**src/rtl/sdmac_pkg.sv**
```systemverilog
// sdmac_pkg: shared types and register map for the SDMAC register cycle decoder.
`default_nettype none

package sdmac_pkg;

  typedef enum logic [2:0] {
    ST_IDLE   = 3'd0,
    ST_DECODE = 3'd1,
    ST_WAIT   = 3'd2,
    ST_WDREQ  = 3'd3,
    ST_ACK    = 3'd4,
    ST_ERR    = 3'd5
  } state_t;

  typedef enum logic [1:0] {
    DEC_LOCAL    = 2'd0,
    DEC_WD       = 2'd1,
    DEC_UNMAPPED = 2'd2
  } dec_t;

  localparam int unsigned REG_STRIDE      = 4;
  localparam int unsigned DEFAULT_WD_BASE = 32'h40;

  localparam logic [7:0] REG_CNTR   = 8'h08;
  localparam logic [7:0] REG_DAWR   = 8'h0C;
  localparam logic [7:0] REG_ST_DMA = 8'h10;
  localparam logic [7:0] REG_SP_DMA = 8'h14;
  localparam logic [7:0] REG_CINT   = 8'h18;
  localparam logic [7:0] REG_ISTR   = 8'h1C;
  localparam logic [7:0] REG_FLUSH  = 8'h3C;

endpackage

`default_nettype wire

```
**src/rtl/reg_cycle_decoder_if.sv**
```systemverilog
// reg_cycle_decoder_if: CPU-side strobes, register selects and WD33C93 handshake.
`default_nettype none

interface reg_cycle_decoder_if #(
  parameter int unsigned ADDR_W   = 8,
  parameter int unsigned NUM_REGS = 16
);
  logic [ADDR_W-1:0]   addr;
  logic                dmac_n;
  logic                as_n;
  logic                r_w;
  logic                wdregack;
  logic [NUM_REGS-1:0] reg_sel;
  logic                reg_rd;
  logic                reg_wr;
  logic                wdregreq;
  logic                dsack_n;
  logic                berr_n;
  logic                busy;

  modport master (
    output addr, dmac_n, as_n, r_w, wdregack,
    input  reg_sel, reg_rd, reg_wr, wdregreq, dsack_n, berr_n, busy
  );

  modport slave (
    input  addr, dmac_n, as_n, r_w, wdregack,
    output reg_sel, reg_rd, reg_wr, wdregreq, dsack_n, berr_n, busy
  );
endinterface

`default_nettype wire

```
**src/rtl/sig_sync.sv**
```systemverilog
// sig_sync: STAGES-deep synchroniser for an active-low strobe; resets to the inactive level.
`default_nettype none

module sig_sync #(
  parameter int unsigned STAGES = 2
) (
  input  wire logic clk,
  input  wire logic rst,
  input  wire logic d,
  output logic      q
);
  logic [STAGES-1:0] chain;

  always_ff @(posedge clk) begin
    if (rst) chain <= '1;
    else     chain <= {chain[STAGES-2:0], d};
  end

  assign q = chain[STAGES-1];
endmodule

`default_nettype wire

```
**src/rtl/reg_cycle_decoder.sv**
```systemverilog
// reg_cycle_decoder: clocked SDMAC register decoder with wait states and a WD33C93 request/ack handshake.
`default_nettype none

module reg_cycle_decoder
  import sdmac_pkg::*;
#(
  parameter int unsigned ADDR_W      = 8,
  parameter int unsigned NUM_REGS    = 16,
  parameter int unsigned WD_BASE     = DEFAULT_WD_BASE,
  parameter int unsigned WAIT_STATES = 2,
  parameter int unsigned WD_TIMEOUT  = 255,
  parameter int unsigned SYNC_STAGES = 2
) (
  input  wire logic          clk,
  input  wire logic          rst,
  reg_cycle_decoder_if.slave bus
);
  localparam int unsigned CNT_MAX = (WAIT_STATES > WD_TIMEOUT) ? WAIT_STATES : WD_TIMEOUT;
  localparam int unsigned CNT_W   = (CNT_MAX > 0) ? $clog2(CNT_MAX + 1) : 1;
  localparam logic [CNT_W-1:0] WAIT_LAST = CNT_W'((WAIT_STATES > 0) ? WAIT_STATES - 1 : 0);
  localparam logic [CNT_W-1:0] TO_LAST   = CNT_W'((WD_TIMEOUT > 0) ? WD_TIMEOUT - 1 : 0);
  localparam int unsigned SB = $clog2(REG_STRIDE);
  localparam logic [ADDR_W-1:0] WD_BASE_A = ADDR_W'(WD_BASE);

  state_t            state, state_n;
  logic [CNT_W-1:0]  cnt, cnt_n;
  logic [ADDR_W-1:0] addr_q;
  logic              rd_q;
  logic              ack_d;
  logic              s_as, s_dmac, valid;
  dec_t              dec;
  logic              in_local;
  logic [NUM_REGS-1:0] sel_onehot;

  sig_sync #(.STAGES(SYNC_STAGES)) u_sync_as   (.clk(clk), .rst(rst), .d(bus.as_n),   .q(s_as));
  sig_sync #(.STAGES(SYNC_STAGES)) u_sync_dmac (.clk(clk), .rst(rst), .d(bus.dmac_n), .q(s_dmac));

  assign valid = ~s_as & ~s_dmac;

  always_ff @(posedge clk) begin
    if (rst) begin
      state  <= ST_IDLE;
      cnt    <= '0;
      addr_q <= '0;
      rd_q   <= 1'b0;
      ack_d  <= 1'b0;
    end else begin
      state <= state_n;
      cnt   <= cnt_n;
      ack_d <= (state == ST_ACK);
      if (state == ST_IDLE && valid) begin
        addr_q <= bus.addr;
        rd_q   <= bus.r_w;
      end
    end
  end

  always_comb begin
    dec = DEC_UNMAPPED;
    if (addr_q >= WD_BASE_A)
      dec = DEC_WD;
    else if (addr_q[SB-1:0] == '0 && 32'(addr_q[ADDR_W-1:SB]) < NUM_REGS)
      dec = DEC_LOCAL;
  end

  // An address strobe released before the acknowledge abandons the cycle.
  always_comb begin
    state_n = state;
    cnt_n   = cnt;
    unique case (state)
      ST_IDLE: begin
        cnt_n = '0;
        if (valid) state_n = ST_DECODE;
      end
      ST_DECODE: begin
        cnt_n = '0;
        if (s_as)                    state_n = ST_IDLE;
        else if (dec == DEC_LOCAL)   state_n = (WAIT_STATES == 0) ? ST_ACK : ST_WAIT;
        else if (dec == DEC_WD)      state_n = ST_WDREQ;
        else                         state_n = ST_ACK;
      end
      ST_WAIT: begin
        if (s_as) begin
          state_n = ST_IDLE;
        end else if (cnt == WAIT_LAST) begin
          state_n = ST_ACK;
          cnt_n   = '0;
        end else begin
          cnt_n = cnt + 1'b1;
        end
      end
      ST_WDREQ: begin
        if (s_as) begin
          state_n = ST_IDLE;
        end else if (bus.wdregack) begin
          state_n = ST_ACK;
          cnt_n   = '0;
        end else if (cnt == TO_LAST) begin
          state_n = ST_ERR;
          cnt_n   = '0;
        end else begin
          cnt_n = cnt + 1'b1;
        end
      end
      ST_ACK, ST_ERR: begin
        cnt_n = '0;
        if (s_as) state_n = ST_IDLE;
      end
      default: begin
        state_n = ST_IDLE;
        cnt_n   = '0;
      end
    endcase
  end

  assign sel_onehot = NUM_REGS'(1) << addr_q[ADDR_W-1:SB];
  assign in_local   = (state == ST_DECODE || state == ST_WAIT || state == ST_ACK) && (dec == DEC_LOCAL);

  assign bus.reg_sel  = in_local ? sel_onehot : '0;
  assign bus.reg_rd   = in_local & rd_q;
  assign bus.reg_wr   = (state == ST_ACK) & ~ack_d & (dec == DEC_LOCAL) & ~rd_q;
  assign bus.wdregreq = (state == ST_WDREQ);
  assign bus.dsack_n  = (state != ST_ACK);
  assign bus.berr_n   = (state != ST_ERR);
  assign bus.busy     = (state != ST_IDLE);
endmodule

`default_nettype wire

```
**src/flat_wrapper.sv**
```systemverilog
// flat-port wrapper written by rule: the top's interface ports become plain ports
module reg_cycle_decoder_flat import sdmac_pkg::*;
#(
  parameter int unsigned ADDR_W      = 8,
  parameter int unsigned NUM_REGS    = 16,
  parameter int unsigned WD_BASE     = DEFAULT_WD_BASE,
  parameter int unsigned WAIT_STATES = 2,
  parameter int unsigned WD_TIMEOUT  = 255,
  parameter int unsigned SYNC_STAGES = 2
)
  (clk, rst, bus_addr, bus_dmac_n, bus_as_n, bus_r_w, bus_wdregack, bus_reg_sel, bus_reg_rd, bus_reg_wr, bus_wdregreq, bus_dsack_n, bus_berr_n, bus_busy);
  reg_cycle_decoder_if #(.ADDR_W(ADDR_W), .NUM_REGS(NUM_REGS)) bus_i ();
  input  wire logic clk;
  input  wire logic rst;
  input wire logic [$bits(bus_i.addr)-1:0] bus_addr;
  input wire logic [$bits(bus_i.dmac_n)-1:0] bus_dmac_n;
  input wire logic [$bits(bus_i.as_n)-1:0] bus_as_n;
  input wire logic [$bits(bus_i.r_w)-1:0] bus_r_w;
  input wire logic [$bits(bus_i.wdregack)-1:0] bus_wdregack;
  output wire logic [$bits(bus_i.reg_sel)-1:0] bus_reg_sel;
  output wire logic [$bits(bus_i.reg_rd)-1:0] bus_reg_rd;
  output wire logic [$bits(bus_i.reg_wr)-1:0] bus_reg_wr;
  output wire logic [$bits(bus_i.wdregreq)-1:0] bus_wdregreq;
  output wire logic [$bits(bus_i.dsack_n)-1:0] bus_dsack_n;
  output wire logic [$bits(bus_i.berr_n)-1:0] bus_berr_n;
  output wire logic [$bits(bus_i.busy)-1:0] bus_busy;
  assign bus_i.addr = bus_addr;
  assign bus_i.dmac_n = bus_dmac_n;
  assign bus_i.as_n = bus_as_n;
  assign bus_i.r_w = bus_r_w;
  assign bus_i.wdregack = bus_wdregack;
  assign bus_reg_sel = bus_i.reg_sel;
  assign bus_reg_rd = bus_i.reg_rd;
  assign bus_reg_wr = bus_i.reg_wr;
  assign bus_wdregreq = bus_i.wdregreq;
  assign bus_dsack_n = bus_i.dsack_n;
  assign bus_berr_n = bus_i.berr_n;
  assign bus_busy = bus_i.busy;
  reg_cycle_decoder #(.ADDR_W(ADDR_W), .NUM_REGS(NUM_REGS), .WD_BASE(WD_BASE), .WAIT_STATES(WAIT_STATES), .WD_TIMEOUT(WD_TIMEOUT), .SYNC_STAGES(SYNC_STAGES)) u_core (.clk(clk), .rst(rst), .bus(bus_i));
endmodule
```
**config.mk**
```make
export PLATFORM = sky130hd
export DESIGN_NAME = reg_cycle_decoder_flat
export DESIGN_NICKNAME = d
export VERILOG_FILES = /design/src/rtl/sdmac_pkg.sv /design/src/rtl/reg_cycle_decoder_if.sv /design/src/rtl/sig_sync.sv /design/src/rtl/reg_cycle_decoder.sv /design/src/flat_wrapper.sv
export SDC_FILE = /design/constraint.sdc
export NUM_CORES = 1
export LEC_CHECK = 0
export ABC_CLOCK_PERIOD_IN_PS = 2300
export BUFFER_PORTS_ARGS = -buffer_cell sky130_fd_sc_hd__buf_2
export CAP_MARGIN = 30
export CORE_AREA = 2 2 41 72
export CTS_CLUSTER_DIAMETER = 30
export CTS_CLUSTER_SIZE = 8
export DETAILED_ROUTE_END_ITERATION = 10
export DIE_AREA = 0 0 43 74
export GPL_TIMING_DRIVEN = 0
export PLACE_DENSITY = 0.86
export RECOVER_POWER = 50
export SYNTH_ARGS = -nofsm -noshare
export SYNTH_HDL_FRONTEND = slang
export SYNTH_HIERARCHICAL = 1
export SYNTH_SLANG_ARGS = --single-unit
```
**constraint.sdc**
```tcl
create_clock -name clk -period 2.3 [get_ports clk]
set_input_delay 0.46 -clock clk [delete_from_list [all_inputs] [get_ports clk]]
set_output_delay 0.46 -clock clk [all_outputs]
set_load 0.03 [all_outputs]
```
After elaboration in Yosys (flattened, before gate mapping) --
Cells that the tools add are included.
Cells by class: add/subtract/negate cells 1, multipliers 0, div/mod/pow operators 0, $lt $le $gt $ge 2, equal/unequal tests 16, shifts and indexed selects 1, mux-type cells 20, bitwise gates (word level) 9, reductions and logical operators 12
Operators by type and width (number):
- 2-to-1 mux 8 bit | 5
- 2-to-1 mux 3 bit | 10
- 2-to-1 mux 16 bit | 1
- one-hot mux 8 bit (2 select lines) | 1
- << shifter 1 x 6 -> 16 bit, first input constant | 1
- one-hot mux 3 bit (5 select lines) | 1
- adder 8 x 1 -> 8 bit, second input constant | 1
- == test 8 x 1 -> 1 bit, second input constant | 1
- == test 8 bit, second input constant | 1
- greater-or-equal comparator 8 x 7 -> 1 bit, second input constant | 1
- == test 3 x 2 -> 1 bit, second input constant | 2
- == test 3 bit, second input constant | 2
- less-than comparator 6 x 5 -> 1 bit, second input constant | 1
- inequality test 2 bit, second input constant | 3
- inequality test 3 bit, second input constant | 2
- bitwise AND 1 bit | 5
- zero test 2 bit | 2
- 2-to-1 mux 2 bit | 2
- inequality test 4 x 2 -> 1 bit, second input constant | 1
- NOT 1 bit | 4
- AND reduction 4 bit | 1
- == test 3 x 1 -> 1 bit, second input constant | 1
- logical AND 1 bit | 3
- zero test 3 bit | 1
- 7 further kinds | 8
Word-level totals: register bits 25, bits in latches 0, RAM bits 0, bits in read-only memories 0, output and inout bits 22, memories kept 0

Logic depth before layout (Yosys ltp) --
Gate-level depths: netlist of run 1.
depth in word-level cells 9, depth in mapped cells 7

Modules after synthesis --
The synthesis of run 1 kept the hierarchy.
Modules (own cells, without submodules):
- reg_cycle_decoder | times used 1, cells each 145, area an instance 1173.6 µm², seq. area each 420.4 µm²
- sig_sync | times used 2, cells each 4, area an instance 52.6 µm², seq. area each 40.0 µm²

Worst setup path before layout of run 1 --
OpenSTA, ideal clock, no wires.
kind reg2out, start point register u_core.state[2], end point output port bus_reg_wr, arrival 1.943 ns, setup slack -0.103 ns, cell stages (with the launch flop) 5, path buffers 1, cells stage by stage dfxtp_1 -> buf_2 -> nor2b_1 -> nand2b_1 -> nor4_1
On the way: word-level cells in the longest chain between the ends 4
RTL lines:
- start, declared | line reg_cycle_decoder.sv:25 | state_t state, state_n;
- start signal, assigned | line reg_cycle_decoder.sv:48 | state <= state_n;
- == test 3 bit | line reg_cycle_decoder.sv:121 | assign bus.reg_wr = (state == ST_ACK) & ~ack_d & (dec == DEC_LOCAL) & ~rd_q;
- bitwise AND 1 bit (3 in a row) | line reg_cycle_decoder.sv:121
- end, declared | line flat_wrapper.sv:22 | output wire logic [$bits(bus_i.reg_wr)-1:0] bus_reg_wr;
Every way passes these cells.

Worst setup path after layout of run 1 --
start point register u_core.state[2], end point output port bus_reg_sel[4]
On the way: word-level cells in the longest chain between the ends 5
RTL lines:
- == test 3 x 1 -> 1 bit or == test 3 x 2 -> 1 bit (tied branches) | line reg_cycle_decoder.sv:117 | assign in_local = (state == ST_DECODE || state == ST_WAIT || state == ST_ACK) && (dec == DEC_LOCAL);
- logical OR 1 bit | line reg_cycle_decoder.sv:117
- logical OR 1 bit * | line reg_cycle_decoder.sv:117
- logical AND 1 bit * | line reg_cycle_decoder.sv:117
- 2-to-1 mux 16 bit * | line reg_cycle_decoder.sv:119 | assign bus.reg_sel = in_local ? sel_onehot : '0;
- end, declared | line flat_wrapper.sv:20 | output wire logic [$bits(bus_i.reg_sel)-1:0] bus_reg_sel;
Mark *: on every way between the ends. The rest lies on a longest branch, timed or not.

==> results.md, run 1 <==
- Post-synth ARST share: 0
- Mux cell area share after synthesis: 0.0793
- Post-synth EDFFs: 0
- Total number of vias: between 1000 and 1500
- I/O Pins: 36
- Seq/Total Area, Yosys: 0.391
- Worst-Margin Slew: between 0.6 and 0.7 ns
- Initial core utilization: 0.487
- Leak: 0.708 nW
- # diodes: 0
- Row cnt: 25
- Worst hold path startpoint: bus_as_n
- Initial antenna violation count: 0
- Fillers: roughly 250
- XOR/XNOR Fraction of Synth Area: 0.0411
- WHS Path Cells: 2
- Largest net degree at the start of global routing: 15
- Largest family of logic cells by synthesized area: simple AND/OR/NAND/NOR gates
- Critical path data arrival time: 1.77 ns
- Worst hold path type: primary input to flip-flop
- Simple-gate share of the synthesized area: 0.333
- Slowest CP cell: or4_4
- Clock transition at the registers of the reported paths: about 0.090 ns
- Total grt overflow: 0
- Reg-to-reg endpoint: u_core/state[0]
- Run status: finished, final reports clean
- Mapped Area: roughly 1300 um^2
- Initial DRC Count: 33
- CP Cell Sequence: buf_6, xor2_1, a2bb2oi_1, or4_4, nor2_1, buf_2
- Final setup fails: 0
- Share of cells above drive strength 1: 0.281
- Core area: approximately 2600 um^2
- Top post-synthesis cells by area: dfxtp_1, nor2_1, mux2i_1
- Mapped Nets: 170
- Chip width: roughly 43 um
- Cell variety after synth: 38
- IO buf count: 35
- Area after DPL: approximately 1500 um^2
- RSZ-0062 raised after global routing: true
- Sink of the worst hold path: u_core/u_sync_as/chain[0]
- Worst setup startpoint: u_core/state[2]
- First-pass GRT wire length: 4710 um
- Vias per cell: ~5.4
- Drt wl/cell: 12.5 um
- PwrDens: roughly 730 nW/um^2
- Post-synth top area share: 0.391
- Yosys top cell by area: dfxtp_1
- Post-DP HPWL: 2110 um
- Slew Limit Fails: 0
- Crit start category: flip-flop
- Crit Path Category: flip-flop to output pin
- Worst reg2reg path depth: 6
- Top fanout value on the critical path: 10
- Pre-antenna DRT Iters: 4
- Reg2reg start: u_core/cnt[0]
- Synthesis-to-finish area growth: 24.5%
- Peak supply drop: approximately 0.44 mV
- Final Power: ~1.2 mW
- Clock Latency Late Sink: 0.27 ns
- Root Driver: clkbuf_8
- Final Cell Area: approximately 1600 um^2
- CTS Buffer Depth: 2
- R2R Setup Slk: 0.51 ns
- Post-route ant nets: 0
- Most frequent cells in the layout: nor2_1, buf_2, dfxtp_1, mux2i_1, nand2_1
- Relative max-transition margin: 0.566
- Delay of the slowest critical-path stage: ~0.46 ns
- Syn_area_per_cell: approximately 8.4 um^2
- Synth Area in Compound Gates: 0.0949
- Syn Inst Count: around 150
- WL final: about 2700 um
- CTS H-Tree Depth: 1
- Final hold slack: between 0.3 and 0.4 ns
- # DRC: 0
- Adder-cell area share of the yosys netlist: 0.0294
- Yosys reg bits: 25
- Final period utilization: 0.970
- Top cell family by delay on the critical path: simple AND/OR/NAND/NOR gates
- GRT Util Overall: 0.193
- Fmax achieved: 0.448 GHz
- Die Y: roughly 74 um
- Post-layout minimum cycle time: 2.23 ns
- GPL Wtd Cong: 0.814
- Buf/Inv on CP: 2
- Top FF cell, synth: dfxtp_1
- CTS tree: yes
- Die area: ~3200 um^2
- Commonest non-fill, non-tap cell in the layout: nor2_1
- # nets final: between 200 and 250
- Clock Sinks: 25
- Clock skew: approximately 0.009 ns
- Max-cap violations: 0
- Worst path required time: 1.84 ns
- Vias in the first global route: approximately 1100
- CTS Buf Count: 3
- Final Hold Violating Endpoints: 0
- Type of element capturing the critical path: output pin
- Synth warn: 6
==> cell usage after synthesis, types with 2 or more instances <==
cell type  instances
or3_1              3
nand2b_1           6
nor3_1             8
xnor2_1            2
a21oi_1            4
or2_1              4
nand3_1            2
buf_2              5
nor2_1            34
nand4_1            3
o21ai_0            3
o21ai_1            2
nand2_1            8
mux2i_1            9
ha_1               3
o31ai_1            2
nand3b_1           2
dfxtp_1           25
or4_1              2
nor4b_1            2
xor2_1             4
inv_1              3
nor2b_1            2
==> flip-flops by register name, indices dropped and copies added, names as in the netlist <==
name                      count
u_core/state                  3
u_core/rd_q                   1
u_core/ack_d                  1
u_core/cnt                    8
u_core/u_sync_dmac/chain      2
u_core/addr_q                 8
u_core/u_sync_as/chain        2
==> per-layer routing <==
| metal | GRT usage | wire [um] | vias up |
|---|---|---|---|
| met4 | 0.0909 | 55 | 0 |
| met5 | 0 | 0 | - |
| li1 | - | - | 611 |
| met2 | 0.384 | 1490 | 28 |
| met3 | 0.0267 | 116 | 4 |
| met1 | 0.188 | 1080 | 540 |
==> timing repair <==
action	in CTS	in global routing
hold buffers	0	0
buffers inserted	0	0
resized for setup	7	11
setup endpoints to repair	14	16
==> worst max path at each step <==
stage	to	slack, ns	depth (start not counted)
2_1_floorplan	bus_reg_sel[10]	0.12	6
3_3_place_gp	bus_reg_sel[0]	0.20	6
3_5_place_dp	bus_reg_sel[0]	0.19	6
4_1_cts	bus_reg_sel[1]	0.0003	6
5_1_grt	bus_reg_sel[0]	-0.03	6
6_report	bus_reg_sel[4]	0.07	6
==> power breakdown <==
| group | switching, mW | internal (mW) |
|---|---|---|
| Sequential | 0.0264 | 0.463 |
| Combinational | 0.240 | 0.186 |
| Clock | 0.131 | 0.121 |
==> metrics by stage <==
stage          setup WS, ns  instances   util  TNS, ns
5_1_grt             -0.0261        219  0.606  -0.0500
3_3_place_gp          0.196        215  0.570        0
6_report             0.0682        219  0.606        0
2_1_floorplan         0.117        153      -        0
4_1_cts            0.000262        219  0.595        0
3_5_place_dp          0.185        215  0.570        0
==> cell type report <==
class                      count  area [um^2]  share of cell area
clock inverter                 1         5.00             0.00314
multi-input combinational    119          766               0.481
sequential                    25          508               0.319
clock buffer                   3         41.3              0.0259
buffer                         6         42.5              0.0267
timing repair buffer          35          184               0.116
inverter                       3         11.3             0.00708
tap                           27         33.8              0.0212
==> cells by family (layout without fill, tap and decap cells) <==
| family | count (synthesis) | count (layout) |
|---|---|---|
| DFF | 25 | 25 |
| xor gates and xnor gates | 6 | 6 |
| adders and majority gates | 3 | 3 |
| buffers and inverters | 9 | 48 |
| muxes | 10 | 10 |
| and+or+nand+nor | 82 | 82 |
| AOI/OAI and AO/OA | 18 | 18 |
(Power assumes the default switching activity.)
==> inputs of run 2 (changes only) <==
Settings changed: CORE_AREA 2 2 41 72 to 2 2 55 57, CTS_CLUSTER_SIZE 8 to 28, DIE_AREA 0 0 43 74 to 0 0 57 59, SYNTH_HIERARCHICAL 1 to unset.
==> run 2 against run 1 <==
The flow now finishes with violations (negative setup slack). Sequential power is 8.0% lower. Sequential share of layout area is 4.5 points lower. Sequential cell count stayed put. Worst hold slack worse by 0.065 ns. Core utilization is 7.4 points higher. Cell count is 13% higher. Critical endpoint is now bus_reg_sel[1].
==> results.md, run 2 <==
- Area after DPL: roughly 1600 um^2
- Run status: complete, but fails checks
- Total grt overflow: 0
- # DRC: 0
- Failing checks: negative setup slack
- Post-DP HPWL: 2180 um
- Mapped Nets: 192
- Crit Path Category: flip-flop to output pin
- PwrDens: 440 nW/um^2
- Die Y: 59 um
- Final Cell Area: approximately 1800 um^2
- Root Driver: clkbuf_4
- First-pass GRT wire length: ~5700 um
- Fmax achieved: between 0.4 and 0.5 GHz
- Synth warn: 0
- Layout Cells excl Fill: 247
- Worst hold path type: primary input to flip-flop
- Final period utilization: 1.05
- CTS tree: yes
- Yosys top cell by area: dfxtp_1
- Dpl cells: 241
- Leak: 0.799 nW
- Yosys reg bits: 25
- Post-synth EDFFs: 0
- Drt wl/cell: between 15 and 20 um
- Clock Sinks: 25
- Crit start category: flip-flop
- Peak supply drop: roughly 0.53 mV
- Final hold slack: 0.302 ns
- Biggest regs: u_core.addr_q (8), u_core.cnt (8), u_core.state (3)
- Post-synth top area share: 0.364
- RSZ-0062 raised after global routing: true
- Cell repeated most along the worst path: buf_4
- Vias in the first global route: roughly 1200
- Synth top cells by count: nor2_1, dfxtp_1, a21oi_1, mux2i_1, nand2_1
- GRT Util Overall: 0.215
- Final setup fails: 13
- Largest net degree at the start of global routing: 16
- Max-cap violations: 0
- Cell variety after synth: ~40
- Share of cells above drive strength 1: 0.329
- WL final: around 3700 um
- Final core occ: 0.680
- Worst path required time: around 1.8 ns
- Delay of the slowest critical-path stage: roughly 0.36 ns
- Slew Limit Fails: 0
- Top post-synthesis cells by area: dfxtp_1, nor2_1, mux2i_1
- CTS Buffer Depth: 2
- Worst slack, placed: ~0.064 ns
- Top cell family by delay on the critical path: simple AND/OR/NAND/NOR gates
- Top FF cell, synth: dfxtp_1
- Initial DRC Count: 81
- I/O Pins: 36
- Final setup TNS: -0.559 ns
- # diodes: 0
- Clock transition at the registers of the reported paths: roughly 0.15 ns
- Mapped Area: ~1400 um^2
- CTS H-Tree Depth: 1
- IO buf count: 35
- Initial antenna violation count: 0
- Clock Latency Late Sink: approximately 0.33 ns
- Seq/Total Area, Yosys: 0.364
- Worst-Margin Slew: roughly 0.63 ns
- Core area: 2710 um^2
- Initial core utilization: 0.507
- Most frequent cells in the layout: nor2_1, dfxtp_1, buf_2, mux2i_1, a21oi_1
- Critical path data arrival time: between 1.5 and 2 ns
- GPL Wtd Cong: approximately 0.85
- Count leader, synth: nor2_1
- Syn_area_per_cell: a little under 8 um^2
- Final setup margin: -0.106 ns
- CP Cell Sequence: nor4_4, o211ai_1, buf_4, nor2_4, nand2_4, nor3_2, buf_4
- Vias per cell: about 5.7
- Slowest CP cell: dfxtp_2
- Fillers: 211
- Die area: around 3400 um^2
- Chip width: approximately 57 um
- Top fanout value on the critical path: 4
- Row cnt: 19
- Final Hold Violating Endpoints: 0
- Post-synth ARST share: 0
- Pre-antenna DRT Iters: 5
- CTS Buf Count: 3
- Buf/Inv on CP: 2
- Relative max-transition margin: 0.580
- Commonest non-fill, non-tap cell in the layout: nor2_1
- Syn Inst Count: 175
- Final Power: 0.811 mW
- Post-route ant nets: 0
- Synthesis-to-finish area growth: 33.9%
- # nets final: between 200 and 250
- Post-layout minimum cycle time: 2.41 ns
- Clock skew: 0.00364 ns
- Total number of vias: 1419
- Type of element capturing the critical path: output pin
run 2: cell types whose count changed after synthesis, moves of 4 or more:
cell / delta
nand3_1: +4
or2_1: -4
clkbuf_1: +5
inv_1: +4
a31oi_1: +4
or2_2: +4
a21oi_1: +7
buf_2: -4
run 2: logic make-up after synthesis:
group,Yosys count,share of synthesized area
XOR/XNOR,1,0.00637
AND/OR/NAND/NOR,90,0.328
adder cells (fa/ha/maj),3,0.0273
flip-flops,25,0.364
multiplexers,11,0.0801
buffers and inverters,15,0.0473
AO/OA/AOI/OAI,30,0.147
run 2: repair_timing:
action                                  4_1_cts  5_1_grt
gates cloned                                  0        0
endpoints found under the setup margin       16       17
pin swaps                                     8        5
hold buffers                                  0        0
endpoints found under the hold margin         0        0
setup buffers                                 2        0
resized for setup                            28       28
run 2: worst paths after layout:
kind                        startpoint                     endpoint  slack (ns)  depth (start not counted)
max                   u_core.addr_q[0]               bus_reg_sel[1]       -0.11                          7
min                         bus_dmac_n  u_core.u_sync_dmac.chain[0]        0.30                          2
max reg2reg              u_core.cnt[0]                u_core.cnt[6]        0.13                          7
min reg2reg  u_core.u_sync_as.chain[0]    u_core.u_sync_as.chain[1]        0.44                          1
run 2: report_power, final:
group	internal [mW]	switching [mW]	total, mW
registers	0.442	0.00904	0.451
clock network	0.0666	0.142	0.208
logic	0.0624	0.0891	0.151
total	0.571	0.240	0.811
run 2: per-layer routing:
layer	global-route usage	vias up	routed length [um]
met5	0	-	0
met4	0.0698	0	191
met3	0.0197	14	167
met2	0.414	55	1920
met1	0.251	656	1450
li1	-	694	-
run 2: worst register-to-register path, cell delays in order (launching register included):
cell	delay, ns
dfxtp_1	0.48
ha_1	0.20
or4b_1	0.49
o41ai_4	0.31
nand2_2	0.15
buf_6	0.17
a41oi_2	0.17
o31ai_1	0.09
run 2: cell type report:
type	instances	area, um^2	area share
clock buffer	3	22.5	0.0122
sequential	25	504	0.274
clock inverter	1	7.51	0.00408
tap	31	38.8	0.0211
multi-input combinational	135	946	0.514
inverter	7	26.3	0.0143
buffer	8	38.8	0.0211
timing repair buffer	37	258	0.140
==> inputs of run 3 (changes only) <==
Settings changed: CAP_MARGIN 30 to unset, RECOVER_POWER 50 to 100.
==> run 3 against run 2 <==
The run still ends with negative setup slack left. Global-route usage stayed put. Critical path depth unchanged. Routed wire length is 0.32% higher. Critical endpoint unchanged. Highest routed layer unchanged.
==> results.md, run 3 (synthesis results as in run 2) <==
- Run status: complete, but fails checks
- Failing checks: negative setup slack
- Most frequent cells in the layout: nor2_1, dfxtp_1, clkbuf_1, buf_2
- Synthesis-to-finish area growth: 32.9%
- Peak supply drop: 0.533 mV
- # DRC: 0
- IO buf count: 35
- Largest net degree at the start of global routing: 16
- RSZ-0062 raised after global routing: true
- I/O Pins: 36
- Crit start category: flip-flop
- Core area: roughly 2700 um^2
- Final setup margin: -0.107 ns
- Total number of vias: approximately 1400
- Die area: 3360 um^2
- Biggest regs: u_core.addr_q (8), u_core.cnt (8), u_core.state (3)
- First-pass GRT wire length: approximately 5700 um
- Relative max-transition margin: 0.580
- Initial antenna violation count: 0
- Root Driver: clkbuf_4
- Die Y: between 50 and 60 um
- Drt wl/cell: ~15 um
- Initial core utilization: 0.507
- Worst hold path type: primary input to flip-flop
- Worst-Margin Slew: roughly 0.63 ns
- GRT Util Overall: 0.215
- Clock Sinks: 25
- Area after DPL: 1610 um^2
- # diodes: 0
- Vias in the first global route: approximately 1200
- Final period utilization: 1.05
- Worst path required time: 1.84 ns
- Total grt overflow: 0
- Post-DP HPWL: 2180 um
- GPL Wtd Cong: roughly 0.85
- CTS H-Tree Depth: 1
- Crit Path Category: flip-flop to output pin
- PwrDens: ~440 nW/um^2
- Final Hold Violating Endpoints: 0
- Worst setup startpoint: u_core.addr_q[0]
- Clock transition at the registers of the reported paths: approximately 0.15 ns
- CTS tree: yes
- Reg2reg start: u_core.cnt[0]
- Fmax achieved: roughly 0.42 GHz
- Vias per cell: a little under 6
- Final Cell Area: ~1800 um^2
- Share of cells above drive strength 1: 0.306
- Clock skew: 0.00459 ns
- Clock Latency Late Sink: between 0.3 and 0.4 ns
- # nets final: between 200 and 250
- WL final: 3740 um
- Commonest non-fill, non-tap cell in the layout: nor2_1
- Max-cap violations: 0
- Worst hold path startpoint: bus_dmac_n
- CTS Buf Count: 3
- Initial DRC Count: between 60 and 70
- Type of element capturing the critical path: output pin
- Final Power: approximately 0.81 mW
- Final setup fails: 14
- Row cnt: 19
- CTS Buffer Depth: 2
- Chip width: 57 um
- Critical path data arrival time: a little under 2 ns
- Slew Limit Fails: 0
- Top fanout value on the critical path: 4
- Leak: 0.786 nW
- Pre-antenna DRT Iters: 4
- Post-route ant nets: 0
- Post-layout minimum cycle time: around 2.4 ns
-- run 3: cell types whose count changed in the layout (fill, tap and decap cells not counted) --
cell	change
buf_2	-5
o21ai_1	-1
nand2_1	+1
clkbuf_2	+2
nand2_2	-1
clkbuf_1	+4
o21ai_0	+1
buf_6	-1
-- run 3: path summary, 6_finish.rpt --
| kind | to | slack [ns] | cells after the start |
|---|---|---|---|
| min | u_core.u_sync_dmac.chain[0] | 0.30 | 2 |
| max | bus_reg_sel[1] | -0.11 | 7 |
| min reg2reg | u_core.u_sync_as.chain[1] | 0.44 | 1 |
| max reg2reg | u_core.cnt[6] | 0.02 | 7 |
-- run 3: timing repair --
item / in CTS / in global routing
setup buffers: 2 / 0
hold buffers: 0 / 0
pin swaps: 8 / 5
endpoints found under the setup margin: 16 / 17
resized for setup: 28 / 28
-- run 3: cell type report --
class,instances,area [um^2]
Timing Repair Buffer,37,253
Clock inverter,1,7.51
Clock buffer,3,22.5
Inverter,7,26.3
Buffer,8,32.5
Multi-Input combinational cell,135,943
Sequential cell,25,504
Tap cell,31,38.8
Fill cell,216,882
-- run 3: where the power goes --
| group | switching [mW] | internal, mW |
|---|---|---|
| sequential | 0.00901 | 0.442 |
| clock | 0.143 | 0.0666 |
| combinational | 0.0893 | 0.0623 |
-- run 3: through the flow --
stage           util  setup TNS, ns  hold slack (ns)  std cells  worst slack (ns)
2_1_floorplan      -              0            0.389        175             0.164
3_3_place_gp   0.592              0            0.392        241            0.0791
3_5_place_dp   0.592              0            0.397        241            0.0642
4_1_cts        0.641         -0.193            0.301        247           -0.0483
5_1_grt        0.675          -2.39            0.294        247            -0.203
6_report       0.675         -0.578            0.302        247            -0.107
-- run 3: metal layers --
| metal | up-vias | track usage | share of wire |
|---|---|---|---|
| li1 | 692 | - | - |
| met1 | 655 | 0.251 | 0.39 |
| met2 | 60 | 0.414 | 0.52 |
| met3 | 16 | 0.0197 | 0.040 |
| met4 | 0 | 0.0698 | 0.054 |
| met5 | - | 0 | 0 |
-- run 3: critical path, cell delays in order, from the launching register on --
cell      delay, ns
dfxtp_2        0.37
nor4_4         0.29
o211ai_1       0.20
buf_4          0.21
nor2_4         0.09
nand2_4        0.08
nor3_2         0.17
buf_4          0.21
